`config.mk`:
```
export PLATFORM = sky130hd
export DESIGN_NAME = assert_event_arbiter
export DESIGN_NICKNAME = d
export VERILOG_FILES = /design/src/rtl/assert_arb_pkg.sv /design/src/rtl/assert_event_arbiter_rr_arbiter.sv /design/src/rtl/assert_event_arbiter.sv
export SDC_FILE = /design/constraint.sdc
export NUM_CORES = 1
export LEC_CHECK = 0
export ABC_AREA = 1
export BUFFER_PORTS_ARGS = -buffer_cell sky130_fd_sc_hd__buf_2
export CAP_MARGIN = 20
export CORE_ASPECT_RATIO = 1.25
export CORE_UTILIZATION = 57
export CTS_BUF_LIST = sky130_fd_sc_hd__clkbuf_4 sky130_fd_sc_hd__clkbuf_8
export CTS_CLUSTER_SIZE = 40
export DETAILED_ROUTE_END_ITERATION = 10
export MAX_ROUTING_LAYER = met4
export PLACE_DENSITY = 0.86
export REMOVE_ABC_BUFFERS = 1
export SKIP_CTS_REPAIR_TIMING = 1
export SYNTH_ARGS = -nofsm -noshare
export SYNTH_HDL_FRONTEND = slang
export SYNTH_SLANG_ARGS = --single-unit
```
`constraint.sdc`:
```
create_clock -name clk -period 8.2 [get_ports clk]
set_clock_uncertainty 0.05 [all_clocks]
set_input_delay 0.41 -clock clk [delete_from_list [all_inputs] [get_ports clk]]
set_output_delay 0.41 -clock clk [all_outputs]
set_load 0.01 [all_outputs]
```
`src/rtl/assert_arb_pkg.sv`:
```
// Shared types and helpers for the assertion event arbiter.
//   arb_state_e : arbitration state (RUN, HALT)
//   log_rec_t   : log record {id, pass, data} at the default build widths
//   id_width()  : requester index width, max(1, clog2(n))
package assert_arb_pkg;

  typedef enum logic [0:0] {
    ST_RUN  = 1'b0,
    ST_HALT = 1'b1
  } arb_state_e;

  localparam int unsigned LOG_ID_W   = 2;
  localparam int unsigned LOG_DATA_W = 16;

  typedef struct packed {
    logic [LOG_ID_W-1:0]   id;
    logic                  pass;
    logic [LOG_DATA_W-1:0] data;
  } log_rec_t;

  function automatic int unsigned id_width(input int unsigned n);
    return (n > 2) ? $clog2(n) : 1;
  endfunction

endpackage

```
`src/rtl/assert_event_arbiter_rr_arbiter.sv`:
```
// Round-robin arbiter: one-hot grant from req starting at the pointer.
//   clk, reset_n : clock, async active-low reset
//   clear        : returns the pointer to 0
//   en           : grant enable (gnt_c is zero when low)
//   req          : request vector
//   gnt_c        : combinational one-hot grant
module rr_arbiter
  import assert_arb_pkg::*;
#(
  parameter int unsigned N_REQ = 4
) (
  input  logic             clk,
  input  logic             reset_n,
  input  logic             clear,
  input  logic             en,
  input  logic [N_REQ-1:0] req,
  output logic [N_REQ-1:0] gnt_c
);

  localparam int unsigned PTR_W = id_width(N_REQ);

  logic [PTR_W-1:0] ptr_q, ptr_d;
  logic [PTR_W-1:0] gnt_idx;
  logic             found;

  // Search from the pointer upward, wrapping at N_REQ-1.
  always_comb begin
    int unsigned j;
    gnt_c   = '0;
    gnt_idx = '0;
    found   = 1'b0;
    j       = 0;
    for (int unsigned i = 0; i < N_REQ; i++) begin
      j = 32'(ptr_q) + i;
      if (j >= N_REQ) j = j - N_REQ;
      if (!found && en && req[PTR_W'(j)]) begin
        gnt_c[PTR_W'(j)] = 1'b1;
        gnt_idx          = PTR_W'(j);
        found            = 1'b1;
      end
    end

    ptr_d = ptr_q;
    if (clear) begin
      ptr_d = '0;
    end else if (found) begin
      ptr_d = (gnt_idx == PTR_W'(N_REQ - 1)) ? '0 : gnt_idx + PTR_W'(1);
    end
  end

  always_ff @(posedge clk or negedge reset_n) begin
    if (!reset_n) ptr_q <= '0;
    else          ptr_q <= ptr_d;
  end

endmodule

```
`src/rtl/assert_event_arbiter.sv`:
```
// Round-robin arbiter sharing one assertion-report slot between N_REQ
// monitors, with saturating pass/fail totals and optional halt on fail.
//   clk, reset_n        : clock, async active-low reset
//   clear               : sync clear of counters, halt state and rr pointer
//   ev_valid/pass/data  : per-requester event inputs
//   ev_ready            : combinational one-hot grant
//   log_valid/ready     : output slot handshake
//   log_id/pass/data    : registered slot contents
//   pass_cnt, fail_cnt  : saturating accepted-event totals
//   halted              : HALT state indicator
module assert_event_arbiter
  import assert_arb_pkg::*;
#(
  parameter  int unsigned N_REQ         = 4,
  parameter  int unsigned DATA_W        = 16,
  parameter  int unsigned CNT_W         = 16,
  parameter  int unsigned FATAL_ON_FAIL = 1,
  localparam int unsigned ID_W          = id_width(N_REQ)
) (
  input  logic                    clk,
  input  logic                    reset_n,
  input  logic                    clear,
  input  logic [N_REQ-1:0]        ev_valid,
  input  logic [N_REQ-1:0]        ev_pass,
  input  logic [N_REQ*DATA_W-1:0] ev_data,
  output logic [N_REQ-1:0]        ev_ready,
  output logic                    log_valid,
  input  logic                    log_ready,
  output logic [ID_W-1:0]         log_id,
  output logic                    log_pass,
  output logic [DATA_W-1:0]       log_data,
  output logic [CNT_W-1:0]        pass_cnt,
  output logic [CNT_W-1:0]        fail_cnt,
  output logic                    halted
);

  typedef struct packed {
    logic [ID_W-1:0]   id;
    logic              pass;
    logic [DATA_W-1:0] data;
  } slot_t;

  localparam logic [CNT_W-1:0] CNT_MAX = '1;

  slot_t            slot_q, slot_d, sel_c;
  logic             log_valid_q, log_valid_d;
  logic [CNT_W-1:0] pass_cnt_q, pass_cnt_d;
  logic [CNT_W-1:0] fail_cnt_q, fail_cnt_d;
  arb_state_e       state_q, state_d;

  logic             slot_free_c;
  logic             arb_en_c;
  logic             accept_c;
  logic [N_REQ-1:0] gnt_c;

  assign slot_free_c = !log_valid_q || log_ready;
  // reset_n in the enable keeps ev_ready low while reset is held.
  assign arb_en_c    = reset_n && !clear && (state_q == ST_RUN) && slot_free_c;

  rr_arbiter #(.N_REQ(N_REQ)) u_rr (
    .clk     (clk),
    .reset_n (reset_n),
    .clear   (clear),
    .en      (arb_en_c),
    .req     (ev_valid),
    .gnt_c   (gnt_c)
  );

  assign ev_ready = gnt_c;
  assign accept_c = |gnt_c;

  // Mux the granted requester's event into a slot record.
  always_comb begin
    sel_c = '0;
    for (int unsigned i = 0; i < N_REQ; i++) begin
      if (gnt_c[i]) begin
        sel_c.id   = ID_W'(i);
        sel_c.pass = ev_pass[i];
        sel_c.data = ev_data[i*DATA_W +: DATA_W];
      end
    end
  end

  // Slot, counters and RUN/HALT next state.
  always_comb begin
    log_valid_d = log_valid_q;
    slot_d      = slot_q;
    pass_cnt_d  = pass_cnt_q;
    fail_cnt_d  = fail_cnt_q;
    state_d     = state_q;

    if (accept_c) begin
      log_valid_d = 1'b1;
      slot_d      = sel_c;
    end else if (log_ready) begin
      log_valid_d = 1'b0;
    end

    if (clear) begin
      pass_cnt_d = '0;
      fail_cnt_d = '0;
    end else if (accept_c) begin
      if (sel_c.pass) begin
        if (pass_cnt_q != CNT_MAX) pass_cnt_d = pass_cnt_q + CNT_W'(1);
      end else begin
        if (fail_cnt_q != CNT_MAX) fail_cnt_d = fail_cnt_q + CNT_W'(1);
      end
    end

    case (state_q)
      ST_RUN:  if (accept_c && !sel_c.pass && (FATAL_ON_FAIL != 0)) state_d = ST_HALT;
      ST_HALT: if (clear) state_d = ST_RUN;
      default: state_d = ST_RUN;
    endcase
  end

  always_ff @(posedge clk or negedge reset_n) begin
    if (!reset_n) begin
      log_valid_q <= 1'b0;
      slot_q      <= '0;
      pass_cnt_q  <= '0;
      fail_cnt_q  <= '0;
      state_q     <= ST_RUN;
    end else begin
      log_valid_q <= log_valid_d;
      slot_q      <= slot_d;
      pass_cnt_q  <= pass_cnt_d;
      fail_cnt_q  <= fail_cnt_d;
      state_q     <= state_d;
    end
  end

  assign log_valid = log_valid_q;
  assign log_id    = slot_q.id;
  assign log_pass  = slot_q.pass;
  assign log_data  = slot_q.data;
  assign pass_cnt  = pass_cnt_q;
  assign fail_cnt  = fail_cnt_q;
  assign halted    = (state_q == ST_HALT);

endmodule

```
* After elaboration in Yosys (flattened, before gate mapping) *
Cells that the tools add are included.

storage, ports and cells
  register bits after elaboration = 55
  logic and storage cells = 121
  bits of input ports = 76
  output and inout port bits = 57

operators by class
  order comparisons = 12
  reduce and logical (&&, ||, !) cells = 31
  equality and inequality tests = 4
  muxes and demuxes = 52
  bitwise gates (word level) = 4
  add/sub/neg operators = 10

operators by type and width
  kind                                                        count
  two-way mux 16 bit                                          8
  two-way mux 19 bit                                          2
  adder 16 x 1 -> 16 bit, second input constant               2
  != test 16 bit, second input constant                       2
  two-way mux 2 bit                                           11
  two-way mux 18 bit                                          1
  two-way mux 17 bit                                          1
  two-way mux 1 bit                                           16
  two-way mux 4 bit                                           4
  logical AND 1 bit                                           15
  less-than comparator 2 x 3 -> 1 bit, second input constant  4
  OR 4 bit                                                    3
  nonzero test 2 bit                                          6
  >= comparator 3 bit, second input constant                  3
  binary-select mux 1 bit (select 2 bit)                      4
  demux 1 bit (select 2 bit)                                  4
  >= comparator 2 x 1 -> 1 bit, second input constant         4
  subtractor 2 x 1 -> 2 bit, second input constant            4
  adder 2 x 2 -> 3 bit, second input constant                 2
  zero test 1 bit                                             6
  AND reduction 3 bit                                         2
  OR reduction 4 bit                                          1
  adder 2 x 1 -> 3 bit, second input constant                 1
  >= comparator 2 x 3 -> 1 bit, second input constant         1
  other kinds (6)                                             6

* Longest topological paths before layout *
Gate-level depths: netlist of the first run.

  depth in word-level cells = 26
  depth in mapped cells = 19
  mapped depth without buffers = 17

* Hierarchy *
Synthesis of the first run repeated with hierarchy kept, for this count alone.

second synthesis, totals
  cells, all modules = 570
  area, all modules = 3956.3 µm²

by module, submodules not included
  module                times used  seq. area each (µm²)  area an instance (µm²)  cells each
  assert_event_arbiter  1           1326.3                3455.8                  481
  rr_arbiter            1           50.0                  500.5                   89

* Worst setup path before layout of the first run *
Ideal clock, no wire load.

  path type = reg-to-reg
  start point = register u_rr.ptr_q[0]
  end point = register fail_cnt_q[5], in the netlist fail_cnt[5]
  buffers on the path = 2
  clock period less this slack = 2.645 ns
  stages on the path, launching flop included = 17
  setup time = 0.117 ns
  slack = 5.555 ns
  arrival time = 2.478 ns
  data required time = 8.033 ns
  cell sequence = dfrtp_1 inv_2 ha_1 inv_1 nand3_1 nand2_2 nand4_2 nor2_4 nand2_2 nand2_4 buf_6 nand3_2 nand3_4 nand4_2 buf_2 nand2_1 nand2_1

on the way
  cells in the longest elaborated chain, start to end = 24
  elaborated cells between the ends (all ways) = 71
  classes of those cells = 7 x add/sub; 12 x order compare; 1 x eq/ne; 31 x mux; 3 x bitwise; 17 x reduce/logical

RTL lines
  element                                                                        RTL line                               source
  start, declared                                                                assert_event_arbiter_rr_arbiter.sv:22  logic [PTR_W-1:0] ptr_q, ptr_d;
  start signal, assigned                                                         assert_event_arbiter_rr_arbiter.sv:53  else ptr_q <= ptr_d;
  parallel branches: the longest is 17 deep, another holds adder 2 x 1 -> 3 bit  --
  two-way mux 4 bit *                                                            assert_event_arbiter_rr_arbiter.sv:36  if (!found && en && req[PTR_W'(j)]) begin
  two-way mux 17 bit                                                             assert_event_arbiter.sv:76             if (gnt_c[i]) begin
  two-way mux 18 bit                                                             assert_event_arbiter.sv:76
  two-way mux 19 bit (2 in a row)                                                assert_event_arbiter.sv:76
  != test 2 bit (no source line)                                                 --
  AND reduction 3 bit (no source line) *                                         --
  end signal, assigned                                                           assert_event_arbiter.sv:128            fail_cnt_q <= fail_cnt_d;
  end, declared                                                                  assert_event_arbiter.sv:48             logic [CNT_W-1:0] fail_cnt_q, fail_cnt_d;

Mark *: on every way between the ends. The select of a mux whose other input is x is not followed.
A chain may end at the register's enable or synchronous reset.

* Final worst setup path of the first run *
  start point = register u_rr.ptr_q[1]
  end point = register pass_cnt_q[8], in the netlist pass_cnt[8]

on the way
  cells in the longest elaborated chain, start to end = 24
  elaborated cells between the ends (all ways) = 71
  classes of those cells = 7 x add/sub; 12 x order compare; 31 x mux; 3 x bitwise; 18 x reduce/logical

RTL lines
  element                                                                        RTL line                               source
  parallel branches: the longest is 17 deep, another holds adder 2 x 1 -> 3 bit  --
  two-way mux 4 bit *                                                            assert_event_arbiter_rr_arbiter.sv:36
  two-way mux 17 bit                                                             assert_event_arbiter.sv:76
  two-way mux 18 bit                                                             assert_event_arbiter.sv:76
  two-way mux 19 bit (2 in a row)                                                assert_event_arbiter.sv:76
  nonzero test 2 bit (no source line)                                            --
  AND reduction 3 bit (no source line) *                                         --
  end signal, assigned                                                           assert_event_arbiter.sv:127            pass_cnt_q <= pass_cnt_d;
  end, declared                                                                  assert_event_arbiter.sv:47             logic [CNT_W-1:0] pass_cnt_q, pass_cnt_d;

Marks and branches as above.

==> results of run 1 <==
routing by layer:
layer	up-vias	part of all wire [%]
li1	2083	-
met1	1964	42
met2	178	50
met3	27	6.0
met4	0	2.9
met5	-	0
final cells by class:
class / instances / area (µm²)
clock inverter: 2 / 35.03
sequential: 55 / 1376
timing repair buffer: 133 / 668.1
inverter: 39 / 146.4
clock buffer: 6 / 82.58
multi-input combinational: 453 / 2293
tap: 87 / 108.9
fill: 591 / 1896
cell families (layout without fill, tap and decap cells):
| logic type | count (synthesis) | in the layout | synth area share, % |
|---|---|---|---|
| buffers and inverters | 59 | 180 | 6.622 |
| xor gates and xnor gates | 25 | 25 | 5.571 |
| and+or+nand+nor | 374 | 374 | 43.74 |
| DFF | 55 | 55 | 35.02 |
| AOI/OAI and AO/OA | 44 | 44 | 5.858 |
| adders and majority gates | 10 | 10 | 3.184 |
sequential cells by signal, indices dropped and copies added, names as in the netlist:
signal      flops
log_id          2
log_pass        1
log_data       16
fail_cnt       16
pass_cnt       16
halted          1
log_valid       1
u_rr.ptr_q      2
worst max-delay path: stages (launching register included):
cell and delay [ps]:
dfrtp_1 530, inv_1 230, ha_1 370, inv_1 120, nand3_1 100, nand2_2 130
nand4_2 140, nor2_4 180, nand2_1 70, nand2_1 670, nand2_1 350, nand3_2 370
nand2_4 200, nand2_1 100, nand2_1 60
Yosys cell counts, drive strengths merged:
cell type,count
clkbuf,8
o22ai,2
nand4,12
nor3,13
inv,39
nand2,193
xnor2,3
a31oi,1
nand3b,2
nor3b,2
o21a,1
o21ai,21
nor4,3
dfrtp,55
a21oi,19
nand3,91
xor2,22
ha,10
nor2,58
buf,12
through the flow:
step	setup slack (ps)	total power [mW]	cell area, µm²	util [%]
6_report	4424	1.192	4711	71.31
5_1_grt	4123	1.277	4711	71.31
4_1_cts	4493	1.193	4711	71.31
3_5_place_dp	4367	1.003	4593	69.53
3_3_place_gp	4529	0.9853	4593	69.53
2_1_floorplan	5177	0.7937	3816	-
worst paths after layout:
path	startpoint	to	slack, ps	cells past startpoint
max in group asynchronous	reset_n	fail_cnt[4]	7470	2
min reg2reg	log_id[0]	log_id[0]	440	2
min	reset_n	log_data[2]	180	2
max reg2reg	u_rr.ptr_q[1]	pass_cnt[8]	4420	14
max	u_rr.ptr_q[1]	pass_cnt[8]	4420	14
min in group clk	log_ready	log_valid	240	2
power by group through the flow:
stage / clock [mW] / combinational (mW) / sequential, mW
2_1_floorplan: 0 / 0.359 / 0.435
3_3_place_gp: 0 / 0.575 / 0.410
3_5_place_dp: 0 / 0.591 / 0.411
4_1_cts: 0.192 / 0.593 / 0.408
5_1_grt: 0.201 / 0.657 / 0.418
6_report: 0.191 / 0.591 / 0.410
==> reports/summary.txt, run 1 <==
=========================================================================
Post-DR wirelength/cell ....................................     13.59 µm
Die Wd .....................................................     76.27 µm
Max-slew headroom at the worst pin .........................       39.03%
Total Die Area ............................................. 0.007233 mm²
Count of state elements after synthesis ....................           55
Aggregate global routing overflow ..........................            0
Area growth from synthesis to layout .......................       19.87%
Most used cells in the layout excluding fill and tap cells . nand2_1, buf_2, nand3_1, dfrtp_1, nor2_1
Total vias in the final route ..............................         4252
Arrival time of the worst setup path .......................      3940 ps
Worst hold margin ..........................................     176.4 ps
Nets@finish ................................................          773
Critical path endpoint category ............................    flip-flop
Maximum VDD drop ...........................................    0.1559 mV
Maximum operating frequency ................................   0.2648 GHz
Htree depth ................................................            2
Number of top-level pins ...................................          133
Worst EP required ..........................................      8360 ps
TritonCTS clock tree .......................................         done
Top area cells in the synthesized netlist .................. dfrtp_1, nand2_1, nand3_1
Area fraction of the dominant cell type after synthesis ....       35.02%
Power per cell area ........................................ 253.1 mW/mm²
Tot GR Track Use ...........................................       30.50%
Drt first pass iters .......................................            5
Clock sinks ................................................           55
Cell-internal power ........................................    0.6418 mW
Commonest non-fill, non-tap cell in the layout .............      nand2_1
Maximum buffer depth of the clock tree .....................            2
Overall routed net length ..................................     10530 µm
Final worst-path cycle share ...............................       46.05%
Detailed placer's ending HPWL ..............................      7594 µm
Number of warning messages in the yosys log ................            0
Type of the worst setup path ...............................      reg2reg
Via count of the first global-routing pass .................         3985
Hold/Removal Path Class ....................................     in2async
Clock transition at the registers of the reported paths ....       100 ps
Cell count after synthesis .................................          567
Startpoint type of the worst setup path ....................    flip-flop
Cell area after synthesis .................................. 0.003930 mm²
Avg Cell Area, Syn .........................................    6.931 µm²
Unrepaired setup endpoints after global routing ............        false
Initial antenna violation count ............................            0
CTS Buf Count ..............................................            5
Biggest fanout along the worst timing path .................           22
Starting DRC count in detailed routing .....................          197
Number of routed nets with antenna violations ..............            0
Clock group share of total power ...........................        16.0%
Die extent in y ............................................     94.84 µm
Clock latency on the worst-skew pair .......................       310 ps
Quantity of I/O buffers inserted on ports ..................          132
Final routed DRC violation total ...........................            0
Floorplan core area ........................................ 0.006606 mm²
Count of cell types in the netlist .........................           31
Clock root cell ............................................     clkbuf_8
Number of violations of the max-capacitance limit ..........            0
Pin count of the biggest net entering global routing .......           57
Sequential cell fraction of total power ....................        34.4%
Endpoints failing setup ....................................            0
Result of the run .......................................... finished, final reports clean
Share of post-route cells with drive strength above 1 ......       25.29%
Total number of placement rows .............................           33
GR Layer Usage met1 ........................................       36.15%
Switch share ...............................................       46.16%
Power spent charging and discharging nets ..................    0.5502 mW
Part of the total power dissipated in combinational logic ..        49.6%
Gr busiest metal ...........................................         met2
Post-layout minimum cycle time .............................      3776 ps
Fraction of the yosys area taken by sequential cells .......       35.02%
Final-layout setup total negative slack ....................         0 ps
Static leakage .............................................     2.576 nW
Post-route non-filler standard cell count ..................          775
Via-per-instance ratio .....................................        5.486
Cell type with the largest total area after synthesis ......      dfrtp_1
GR Layer Usage met2 ........................................       51.95%
Count of final hold-check violations .......................            0
Met3 Resource Use GR .......................................       3.865%
Antenna cells ..............................................            0
Final-report max-slew violation count ......................            0
Placer's final routability congestion estimate .............       0.9362
Slew @ Worst Pin ...........................................     912.3 ps
First-pass GRT wire length .................................     17330 µm
Initial cell density of the core ...........................       59.49%
Number of placed instances with taps included ..............          767
=========================================================================
Power figures use the tool's default switching activity.
==> run 2: changes to the inputs <==
--- a/config.mk
+++ b/config.mk
@@ -5,16 +5,16 @@
 export SDC_FILE = /design/constraint.sdc
 export NUM_CORES = 1
 export LEC_CHECK = 0
-export ABC_AREA = 1
+export ABC_AREA = 0
 export BUFFER_PORTS_ARGS = -buffer_cell sky130_fd_sc_hd__buf_2
 export CAP_MARGIN = 20
 export CORE_ASPECT_RATIO = 1.25
-export CORE_UTILIZATION = 57
+export CORE_UTILIZATION = 47
 export CTS_BUF_LIST = sky130_fd_sc_hd__clkbuf_4 sky130_fd_sc_hd__clkbuf_8
 export CTS_CLUSTER_SIZE = 40
 export DETAILED_ROUTE_END_ITERATION = 10
 export MAX_ROUTING_LAYER = met4
-export PLACE_DENSITY = 0.86
+export PLACE_DENSITY = 0.76
 export REMOVE_ABC_BUFFERS = 1
 export SKIP_CTS_REPAIR_TIMING = 1
 export SYNTH_ARGS = -nofsm -noshare
==> constraint.sdc (replaced) <==
create_clock -name clk -period 3.15 [get_ports clk]
set_clock_uncertainty 0.05 [all_clocks]
set_input_delay 0.1575 -clock clk [delete_from_list [all_inputs] [get_ports clk]]
set_output_delay 0.1575 -clock clk [all_outputs]
set_load 0.01 [all_outputs]
==> run 2 against run 1 <==
The flow now finishes with violations (hold timing, setup timing). Synthesized cell count is 29% lower. Die area is 13% higher. Design area is 14% higher. Critical path depth is 1 lower. Highest routed layer unchanged. First-iteration DRC count is 61% higher. Critical path type unchanged. Count of clock-buffer cells in the layout is 1 lower.
==> reports/summary.txt, run 2 <==
============================================================================
Fraction of the yosys area taken by sequential cells ..........       37.56%   was 35.02%
Count of flip-flops with a built-in enable after synthesis ....            0   unchanged
Violated checks ............................................... hold timing, setup timing
Clock latency on the worst-skew pair ..........................       320 ps   was 310 ps
Static leakage ................................................     2.570 nW   was 2.576 nW
Antenna cells .................................................            0   unchanged
Critical path endpoint category ...............................    flip-flop   unchanged
Pin count of the biggest net entering global routing ..........           56   was 57
Sum of internal, switching and leakage power ..................     3.706 mW   was 1.192 mW
Drt first pass iters ..........................................            7   was 5
Most common cell in the synthesized netlist ...................      dfrtp_1   was nand2_1
Startpoint type of the worst setup path .......................    flip-flop   unchanged
Most used cells in the layout excluding fill and tap cells .... buf_2, dfrtp_1, nand2_1, buf_4, nor2_1   was nand2_1, buf_2, nand3_1, dfrtp_1, nor2_1
Number of violations of the max-capacitance limit .............            0   unchanged
Maximum VDD drop ..............................................    0.5200 mV   was 0.1559 mV
Post-layout minimum cycle time ................................      3428 ps   was 3776 ps
Number of warning messages in the yosys log ...................            0   unchanged
Clock sinks ...................................................           55   unchanged
Starting DRC count in detailed routing ........................          317   was 197
Arrival time of the worst setup path ..........................      3590 ps   was 3940 ps
TritonCTS clock tree ..........................................         done   unchanged
Htree depth ...................................................            2   unchanged
Area fraction of the dominant cell type after synthesis .......       37.56%   was 35.02%
Biggest fanout along the worst timing path ....................            7   was 22
Worst reg-to-reg setup slack ..................................      -280 ps   was 4420 ps
Post-DR wirelength/cell .......................................     18.58 µm   was 13.59 µm
Placed inst area .............................................. 0.004648 mm²   was 0.004593 mm²
Final-report max-slew violation count .........................            0   unchanged
Area growth from synthesis to layout ..........................       45.95%   was 19.87%
CTS Buf Count .................................................            5   unchanged
Total vias in the final route .................................         4073   was 4252
Cell area after layout ........................................ 0.005349 mm²   was 0.004711 mm²
Initial antenna violation count ...............................            0   unchanged
Floorplan core area ........................................... 0.007445 mm²   was 0.006606 mm²
Final worst-path cycle share ..................................       108.8%   was 46.05%
Nets@finish ...................................................          666   was 773
End of the worst register-to-register path .................... fail_cnt[11]   was pass_cnt[8]
Cell area after synthesis ..................................... 0.003665 mm²   was 0.003930 mm²
Commonest non-fill, non-tap cell in the layout ................        buf_2   was nand2_1
Die Wd ........................................................     80.98 µm   was 76.27 µm
Final standard cell utilization of the core ...................       71.85%   was 71.31%
Maximum buffer depth of the clock tree ........................            2   unchanged
Slew @ Worst Pin ..............................................     928.8 ps   was 912.3 ps
Power per cell area ........................................... 692.9 mW/mm²   was 253.1 mW/mm²
Worst hold margin .............................................    -62.58 ps   was 176.4 ps
Aggregate global routing overflow .............................            0   unchanged
Avg Cell Area, Syn ............................................    9.116 µm²   was 6.931 µm²
Count of final hold-check violations ..........................           55   was 0
Top area cells in the synthesized netlist ..................... dfrtp_1, nand2_1, a221o_1   was dfrtp_1, nand2_1, nand3_1
Cell count after synthesis ....................................          402   was 567
First-pass GRT wire length ....................................     16640 µm   was 17330 µm
Count of cell types in the netlist ............................           58   was 31
Total number of placement rows ................................           35   was 33
Quantity of I/O buffers inserted on ports .....................          132   unchanged
Total Die Area ................................................ 0.008157 mm²   was 0.007233 mm²
Share of post-route cells with drive strength above 1 .........       48.54%   was 25.29%
Number of top-level pins ......................................          133   unchanged
Worst EP required .............................................      3310 ps   was 8360 ps
Detailed placer's ending HPWL .................................      8021 µm   was 7594 µm
Maximum operating frequency ...................................   0.2917 GHz   was 0.2648 GHz
Most common flop cell mapped by yosys .........................      dfrtp_1   unchanged
Count of cells along the worst register-to-register path ......           13   was 14
Storage cell area ............................................. 0.001376 mm²   unchanged
Die extent in y ...............................................     100.7 µm   was 94.84 µm
Synth top cells by count ...................................... dfrtp_1, nand2_1, nor2_1   was nand2_1, nand3_1, dfrtp_1
Initial cell density of the core ..............................       49.23%   was 59.49%
Tot GR Track Use ..............................................       26.95%   was 30.50%
Unrepaired setup endpoints after global routing ...............         true   was false
Hold/Removal Path Class .......................................     in2async   unchanged
Launch point of the worst reg-to-reg path ..................... u_rr.ptr_q[0]   was u_rr.ptr_q[1]
Endpoints failing setup .......................................           48   was 0
Via-per-instance ratio ........................................        6.052   was 5.486
Count of state elements after synthesis .......................           55   unchanged
Type of the worst setup path ..................................      reg2reg   unchanged
Final routed DRC violation total ..............................            0   unchanged
Setup slack after layout ......................................    -278.2 ps   was 4424 ps
Area used by multi-input combinational logic .................. 0.002559 mm²   was 0.002293 mm²
Number of routed nets with antenna violations .................            0   unchanged
Max-slew headroom at the worst pin ............................       37.93%   was 39.03%
Result of the run ............................................. complete, but fails checks   was finished, final reports clean
Overall routed net length .....................................     12500 µm   was 10530 µm
Cell type with the largest total area after synthesis .........      dfrtp_1   unchanged
Final-layout fill cell count ..................................          567   was 591
Clock root cell ...............................................     clkbuf_8   unchanged
Clock transition at the registers of the reported paths .......       100 ps   about the same
Placer's final routability congestion estimate ................       0.8884   was 0.9362
Via count of the first global-routing pass ....................         3549   was 3985
Fraction of registers with async set or reset after synthesis .       100.0%   unchanged
============================================================================
[run 2: metal layers]
layer | global-route usage [%] | vias up | part of all wire, %
met1 | 33.74 | 1981 | 40
met2 | 43.44 | 191 | 50
met4 | 9.203 | 0 | 2.9
li1 | - | 1864 | -
met3 | 4.887 | 37 | 6.5
met5 | - | - | 0
[run 2: cells by family (layout without fill, tap and decap cells)]
| logic type | after synthesis | after routing | share of synthesized area (%) |
|---|---|---|---|
| buffers and inverters | 35 | 209 | 4.814 |
| multiplexers | 26 | 26 | 8.945 |
| adder cells (fa/ha/maj) | 10 | 10 | 3.414 |
| AO/OA/AOI/OAI | 100 | 104 | 19.50 |
| flip-flops | 55 | 55 | 37.56 |
| AND/OR/NAND/NOR | 176 | 177 | 25.78 |
[run 2: worst max path at each step]
stage,cells past startpoint,to,start
4_1_cts,10,log_data[13],u_rr.ptr_q[1]
3_3_place_gp,10,pass_cnt[9],u_rr.ptr_q[0]
5_1_grt,13,fail_cnt[11],u_rr.ptr_q[0]
3_5_place_dp,10,log_data[13],u_rr.ptr_q[0]
6_report,13,fail_cnt[11],u_rr.ptr_q[0]
2_1_floorplan,10,pass_cnt[7],u_rr.ptr_q[0]
[run 2: area by class of cell]
cell class                      count  area share, %
Clock buffer                        5          1.287
Clock inverter                      3         0.3743
Inverter                            9         0.6316
Multi-Input combinational cell    317          47.84
Sequential cell                    55          25.73
Tap cell                           92          2.152
Timing Repair Buffer              192          21.99
[run 2: stage by stage]
stage,TNS (ps),setup WS (ps),cells
2_1_floorplan,-69760,-2038,376
3_3_place_gp,-10560,-308.7,641
3_5_place_dp,-15040,-420.1,641
4_1_cts,-16480,-441.9,649
5_1_grt,-12090,-364.6,673
6_report,-5871,-278.2,673
[run 2: power breakdown]
| part | internal, mW | switching [mW] | leakage, nW |
|---|---|---|---|
| clock network | 0.156 | 0.259 | 0.0402 |
| logic | 1.08 | 1.22 | 1.80 |
| registers | 0.875 | 0.114 | 0.729 |
| total | 2.11 | 1.59 | 2.57 |
[run 2: critical path, stage by stage, from the launching register on]
cell,delay (ps)
dfrtp_1,410
buf_8,140
buf_4,140
mux4_2,530
nand2b_4,100
nor4_4,50
buf_4,160
a221o_1,360
nand2b_4,220
buf_6,150
o311ai_4,450
buf_12,180
nand3_2,80
mux2_4,310
